**src/rtl/instr_mem_loader_if.sv**
```systemverilog
// Loader-side bundle: byte-stream input, instruction-memory write port and load status.
// Both DUT sides and drivers share one definition so widths cannot drift apart.
interface instr_mem_loader_if #(
   parameter int CNT_W = 8
);
   logic             start;
   logic [CNT_W-1:0] word_count;
   logic [7:0]       byte_in;
   logic             byte_valid;
   logic             byte_ready;
   logic             mem_we;
   logic [31:0]      mem_addr;
   logic [31:0]      mem_wdata;
   logic             core_hold;
   logic             busy;
   logic             done;
   logic [31:0]      checksum;

   modport slave (
      input  start, word_count, byte_in, byte_valid,
      output byte_ready, mem_we, mem_addr, mem_wdata, core_hold, busy, done, checksum
   );

   modport master (
      output start, word_count, byte_in, byte_valid,
      input  byte_ready, mem_we, mem_addr, mem_wdata, core_hold, busy, done, checksum
   );
endinterface

```
**src/rtl/instr_mem_loader.sv**
```systemverilog
// Packs an MSB-first byte stream into 32-bit words and writes them to instruction memory.
// One write strobe the cycle after a word's 4th byte (>=5 cycles/word); byte_ready drops while writing.
module instr_mem_loader #(
   parameter logic [31:0] BASE_ADDR = 32'h0000_0000,
   parameter int          CNT_W     = 8
) (
   input  logic              clk,
   input  logic              rst,
   instr_mem_loader_if.slave bus
);

   typedef enum logic [1:0] {
      IDLE    = 2'd0,
      COLLECT = 2'd1,
      WRITE   = 2'd2,
      DONE    = 2'd3
   } state_t;

   state_t           state;
   state_t           state_nxt;
   logic [CNT_W-1:0] cnt;
   logic [CNT_W-1:0] idx;
   logic [CNT_W-1:0] idx_inc;
   logic [1:0]       byte_cnt;
   logic [31:0]      asm_word;
   logic [31:0]      wr_addr;
   logic [31:0]      addr_q;
   logic [31:0]      wdata_q;
   logic [31:0]      checksum_q;
   logic             start_ok;

   assign idx_inc  = idx + CNT_W'(1);
   assign wr_addr  = BASE_ADDR + (32'(idx) << 2);
   assign start_ok = bus.start && ((state == IDLE) || (state == DONE));

   always_ff @(posedge clk or posedge rst) begin
      if (rst) begin
         state <= IDLE;
      end else begin
         state <= state_nxt;
      end
   end

   always_comb begin
      state_nxt      = state;
      bus.byte_ready = 1'b0;
      bus.mem_we     = 1'b0;
      bus.busy       = 1'b0;
      bus.done       = 1'b0;
      bus.core_hold  = 1'b1;
      case (state)
         IDLE: begin
            if (bus.start) begin
               state_nxt = (bus.word_count == '0) ? DONE : COLLECT;
            end
         end
         COLLECT: begin
            bus.byte_ready = 1'b1;
            bus.busy       = 1'b1;
            if (bus.byte_valid && (byte_cnt == 2'd3)) begin
               state_nxt = WRITE;
            end
         end
         WRITE: begin
            bus.mem_we = 1'b1;
            bus.busy   = 1'b1;
            state_nxt  = (idx_inc == cnt) ? DONE : COLLECT;
         end
         DONE: begin
            bus.done      = 1'b1;
            bus.core_hold = 1'b0;
            if (bus.start) begin
               state_nxt = (bus.word_count == '0) ? DONE : COLLECT;
            end
         end
         default: state_nxt = IDLE;
      endcase
   end

   // The live word drives the write port only during WRITE; the registered copies hold it afterwards.
   always_ff @(posedge clk or posedge rst) begin
      if (rst) begin
         cnt        <= '0;
         idx        <= '0;
         byte_cnt   <= 2'd0;
         asm_word   <= 32'h0;
         addr_q     <= 32'h0;
         wdata_q    <= 32'h0;
         checksum_q <= 32'h0;
      end else begin
         if (start_ok) begin
            cnt        <= bus.word_count;
            idx        <= '0;
            byte_cnt   <= 2'd0;
            asm_word   <= 32'h0;
            checksum_q <= 32'h0;
         end
         if ((state == COLLECT) && bus.byte_valid) begin
            asm_word <= {asm_word[23:0], bus.byte_in};
            byte_cnt <= byte_cnt + 2'd1;
         end
         if (state == WRITE) begin
            idx        <= idx_inc;
            byte_cnt   <= 2'd0;
            checksum_q <= checksum_q ^ asm_word;
            addr_q     <= wr_addr;
            wdata_q    <= asm_word;
         end
      end
   end

   assign bus.mem_addr  = (state == WRITE) ? wr_addr  : addr_q;
   assign bus.mem_wdata = (state == WRITE) ? asm_word : wdata_q;
   assign bus.checksum  = checksum_q;

endmodule

```
**src/flat_wrapper.sv**
```systemverilog
// flat-port wrapper written by rule: the top's interface ports become plain ports
module instr_mem_loader_flat 
#(
   parameter logic [31:0] BASE_ADDR = 32'h0000_0000,
   parameter int          CNT_W     = 8
)
  (clk, rst, bus_start, bus_word_count, bus_byte_in, bus_byte_valid, bus_byte_ready, bus_mem_we, bus_mem_addr, bus_mem_wdata, bus_core_hold, bus_busy, bus_done, bus_checksum);
  instr_mem_loader_if #(.CNT_W(CNT_W)) bus_i ();
  input  logic clk;
  input  logic rst;
  input wire logic [$bits(bus_i.start)-1:0] bus_start;
  input wire logic [$bits(bus_i.word_count)-1:0] bus_word_count;
  input wire logic [$bits(bus_i.byte_in)-1:0] bus_byte_in;
  input wire logic [$bits(bus_i.byte_valid)-1:0] bus_byte_valid;
  output wire logic [$bits(bus_i.byte_ready)-1:0] bus_byte_ready;
  output wire logic [$bits(bus_i.mem_we)-1:0] bus_mem_we;
  output wire logic [$bits(bus_i.mem_addr)-1:0] bus_mem_addr;
  output wire logic [$bits(bus_i.mem_wdata)-1:0] bus_mem_wdata;
  output wire logic [$bits(bus_i.core_hold)-1:0] bus_core_hold;
  output wire logic [$bits(bus_i.busy)-1:0] bus_busy;
  output wire logic [$bits(bus_i.done)-1:0] bus_done;
  output wire logic [$bits(bus_i.checksum)-1:0] bus_checksum;
  assign bus_i.start = bus_start;
  assign bus_i.word_count = bus_word_count;
  assign bus_i.byte_in = bus_byte_in;
  assign bus_i.byte_valid = bus_byte_valid;
  assign bus_byte_ready = bus_i.byte_ready;
  assign bus_mem_we = bus_i.mem_we;
  assign bus_mem_addr = bus_i.mem_addr;
  assign bus_mem_wdata = bus_i.mem_wdata;
  assign bus_core_hold = bus_i.core_hold;
  assign bus_busy = bus_i.busy;
  assign bus_done = bus_i.done;
  assign bus_checksum = bus_i.checksum;
  instr_mem_loader #(.BASE_ADDR(BASE_ADDR), .CNT_W(CNT_W)) u_core (.clk(clk), .rst(rst), .bus(bus_i));
endmodule
```
**config.mk**
```make
export PLATFORM = sky130hd
export DESIGN_NAME = instr_mem_loader_flat
export DESIGN_NICKNAME = d
export VERILOG_FILES = /design/src/rtl/instr_mem_loader_if.sv /design/src/rtl/instr_mem_loader.sv /design/src/flat_wrapper.sv
export SDC_FILE = /design/constraint.sdc
export NUM_CORES = 1
export LEC_CHECK = 0
export ABC_AREA = 1
export BUFFER_PORTS_ARGS = -buffer_cell sky130_fd_sc_hd__clkbuf_2
export CAP_MARGIN = 0
export CORE_ASPECT_RATIO = 1.25
export CORE_MARGIN = 2
export CORE_UTILIZATION = 54
export CTS_BUF_LIST = sky130_fd_sc_hd__clkbuf_8
export CTS_CLUSTER_DIAMETER = 60
export CTS_CLUSTER_SIZE = 24
export DETAILED_ROUTE_END_ITERATION = 12
export PLACE_DENSITY = 0.75
export SYNTH_ARGS = -nofsm -noshare
export SYNTH_HDL_FRONTEND = slang
export SYNTH_SLANG_ARGS = --single-unit
```
**constraint.sdc**
```tcl
create_clock -name clk -period 9.1 [get_ports clk]
set_clock_uncertainty 0.05 [all_clocks]
set_input_delay 0.455 -clock clk [delete_from_list [all_inputs] [get_ports clk]]
set_output_delay 0.455 -clock clk [all_outputs]
set_load 0.01 [all_outputs]
```
==> results.cfg <==
[place]
dpl.hpwl_um = 8790
gp_congestion = 0.835
post-place-cells = 861
port_buffers = 120

[logic_synthesis]
ys_ff_latch = 148
synth_xor_area_share_pct = 0
yosys.area.top_type_share_pct = 63.1
synthCells = 629
synth_mux_area_share_pct = 0.383
ys_types = 29
synthAdderAreaFrac_pct = 1.07
synth_simple_gate_area_share_pct = 17.4
synthTopCellsByArea = dfrtp_1 63%, nand2_1 9.4%, inv_1 5.9%
synth_top_area_cell = dfrtp_1
synth_compound_area_share_pct = 10.4
ys_seq_area_share_pct = 63.1
synth_top_family_by_area = simple AND/OR/NAND/NOR gates
avgSynthCellArea_um2 = 9.34
yosysWarnings = 0
synth_nets = 654
netlist_area_mm2 = 0.00587

[route]
ant_nets = 0
viasPerCell = 5.21
first_iter_violations = 288
wl_per_cell_um = 14.4
drtPass1Iterations = 6
vias = 4649
remaining_drc_errors = 0
wirelength_um = 12900

[finish]
diodes = 0
fill_cells = 909
multi_input_area_mm2 = 0.00172
final_common_cell = dfrtp_1
most-common-layout-cells = 148 x dfrtp_1, 147 x nand2_1, 120 x clkbuf_2
drive_gt1_share_pct = 22.2
regArea_mm2 = 0.00370
fin_cells = 893
areaGrowthSynthToFinish_pct = 19.4
finalNetCount = 773

[cts]
numClockSinks = 148
clk_pin_slew_ns = 0.08
cts_root_buf = clkbuf_8
cts_setup_buffers = 0
cts_tree = yes
cts_buffers = 17
cts_resized = 0
cts-hold-fix-buffers = 0
worstSkewPairLatency_ns = 0.44
cts_max_level = 4
max-clock-path-buffers = 2

[timing]
fin_tns_setup_ns = 0
hold_viol = 0
period_minus_slack_ns = 3.23
maxSlewViolCount = 0
slew_headroom_pct = 13.2
max_freq_mhz = 310
worst_pin_slew_ns = 1.30
period_share_pct = 35.5
rsz0062_at_grt = no
finalSetupViolCount = 0

[worst_setup_path]
cpMaxStageDelayCell = nand3_1
crit_family = simple AND/OR/NAND/NOR gates
cpPeakStageDelay_ns = 1.17
critPathKind = reg2reg
arrival_ns = 3.50
crit_top_cell = a21oi_1
crit_chain = inv_1, ha_2, inv_2, nand3_1, a21oi_1, a21oi_1
worstSetupStartpointType = flip-flop
crit_buf_inv = 2
crit_fanout = 54
crit_required_ns = 9.37
critPathCaptureType = flip-flop

[global_route]
gr-usage-all-layers_pct = 23.2
grt_pass1_wl_um = 21700
grt-ovfl-total = 0
grt_pass1_vias = 4558
grt_antenna_before_repair = 0
grt_start_max_net_pins = 78

[floorplanning]
die_y_um = 121
ios = 121
start_util_pct = 55.3
core_mm2 = 0.0106
fp.dieArea_mm2 = 0.0117
rows = 42
die_w_um = 97.3

[power]
ir_drop_mv = 0.180
power_density_mw_per_mm2 = 314
p_leak_nw = 3.93

[run_status]
status = finished, final reports clean

[min_path]
hold_path.class = in2async

[flow_run]
maxCapViolations = 0
[registers in the layout, summed over array words and instances, names as in the netlist]
signal / count
u_core.byte_cnt: 2
u_core.addr_q: 32
u_core.wdata_q: 32
u_core.asm_word: 32
u_core.state: 2
u_core.bus.checksum: 32
u_core.cnt: 8
u_core.idx: 8
[cell families after synthesis]
group	count (synthesis)
flip-flops	148
AND/OR/NAND/NOR	242
multiplexers	2
buffers and inverters	117
AO/OA/AOI/OAI	115
adder cells (fa/ha/maj)	5
[cells in the mapped netlist]
cell	number
buf_1	2
nor2_1	38
nand3b_1	1
or2_0	1
nand2_1	147
nor2_8	1
o21bai_1	1
o22ai_1	18
dfrtp_1	148
or2_2	1
o21ai_0	41
mux2_2	2
nor2_2	2
a21boi_0	1
clkinv_1	1
nor2_4	1
buf_4	1
inv_1	93
a31oi_1	1
buf_2	8
inv_2	1
nor4_1	2
a32o_1	1
a21oi_1	52
nand3_2	1
nand2_2	5
nand3_1	42
clkbuf_1	11
ha_1	5
[final cells by class]
class	count	area share, %
tap	132	2.36
sequential	148	52.8
clock inverter	15	3.05
multi-input combinational	364	24.5
clock buffer	17	3.34
timing repair buffer	122	8.78
inverter	95	5.16
[metrics by stage]
step           utilization [%]  setup WS, ns  power (W)  hold slack [ns]  instance area, um2
2_1_floorplan                -          4.62    0.00140            0.400                5870
3_3_place_gp              61.8          6.08    0.00162            0.403                6570
3_5_place_dp              61.8          5.93    0.00165            0.408                6570
4_1_cts                   66.1          5.92    0.00222           0.0937                7010
5_1_grt                   66.1          5.56    0.00235            0.113                7010
6_report                  66.1          5.87    0.00220           0.0781                7010
[report_power, final]
part           internal (W)  switching (W)  leakage [nW]
sequential         0.000830       0.000103          2.01
clock              0.000323       0.000244         0.211
combinational      0.000228       0.000477          1.72
total               0.00138       0.000824          3.93
[final timing paths]
check,start,end,slack [ns],cells past startpoint
min in group clk,bus_byte_in[3],u_core.asm_word[3]$_DFFE_PP0P_,0.21,3
max in group asynchronous,rst,u_core.byte_cnt[1]$_DFFE_PP0P_,7.59,3
setup / recovery,u_core.state[0]$_DFFE_PP0P_,u_core.bus.checksum[27]$_DFFE_PP0P_,5.87,6
hold reg to reg,u_core.bus.checksum[21]$_DFFE_PP0P_,u_core.bus.checksum[21]$_DFFE_PP0P_,0.42,1
setup reg to reg,u_core.state[0]$_DFFE_PP0P_,u_core.bus.checksum[27]$_DFFE_PP0P_,5.87,6
hold / removal,rst,u_core.addr_q[27]$_DFF_PP0_,0.08,2
[worst reg2reg max path: cells and delay by family, from the launching register on]
kind                       cells  cell delay [ns]
AOI/OAI and AO/OA              2             0.60
adders and majority gates      1             0.20
buffers and inverters          2             0.71
DFF                            1             0.38
and+or+nand+nor                1             1.18
[per-layer routing]
layer	GRT usage, %	up-vias	part of all wire [%]
met1	29.1	2246	41
met3	6.13	21	5.6
met2	39.6	153	52
met5	0	-	0
met4	7.29	0	1.3
li1	-	2229	-
(Power assumes the default switching activity.)
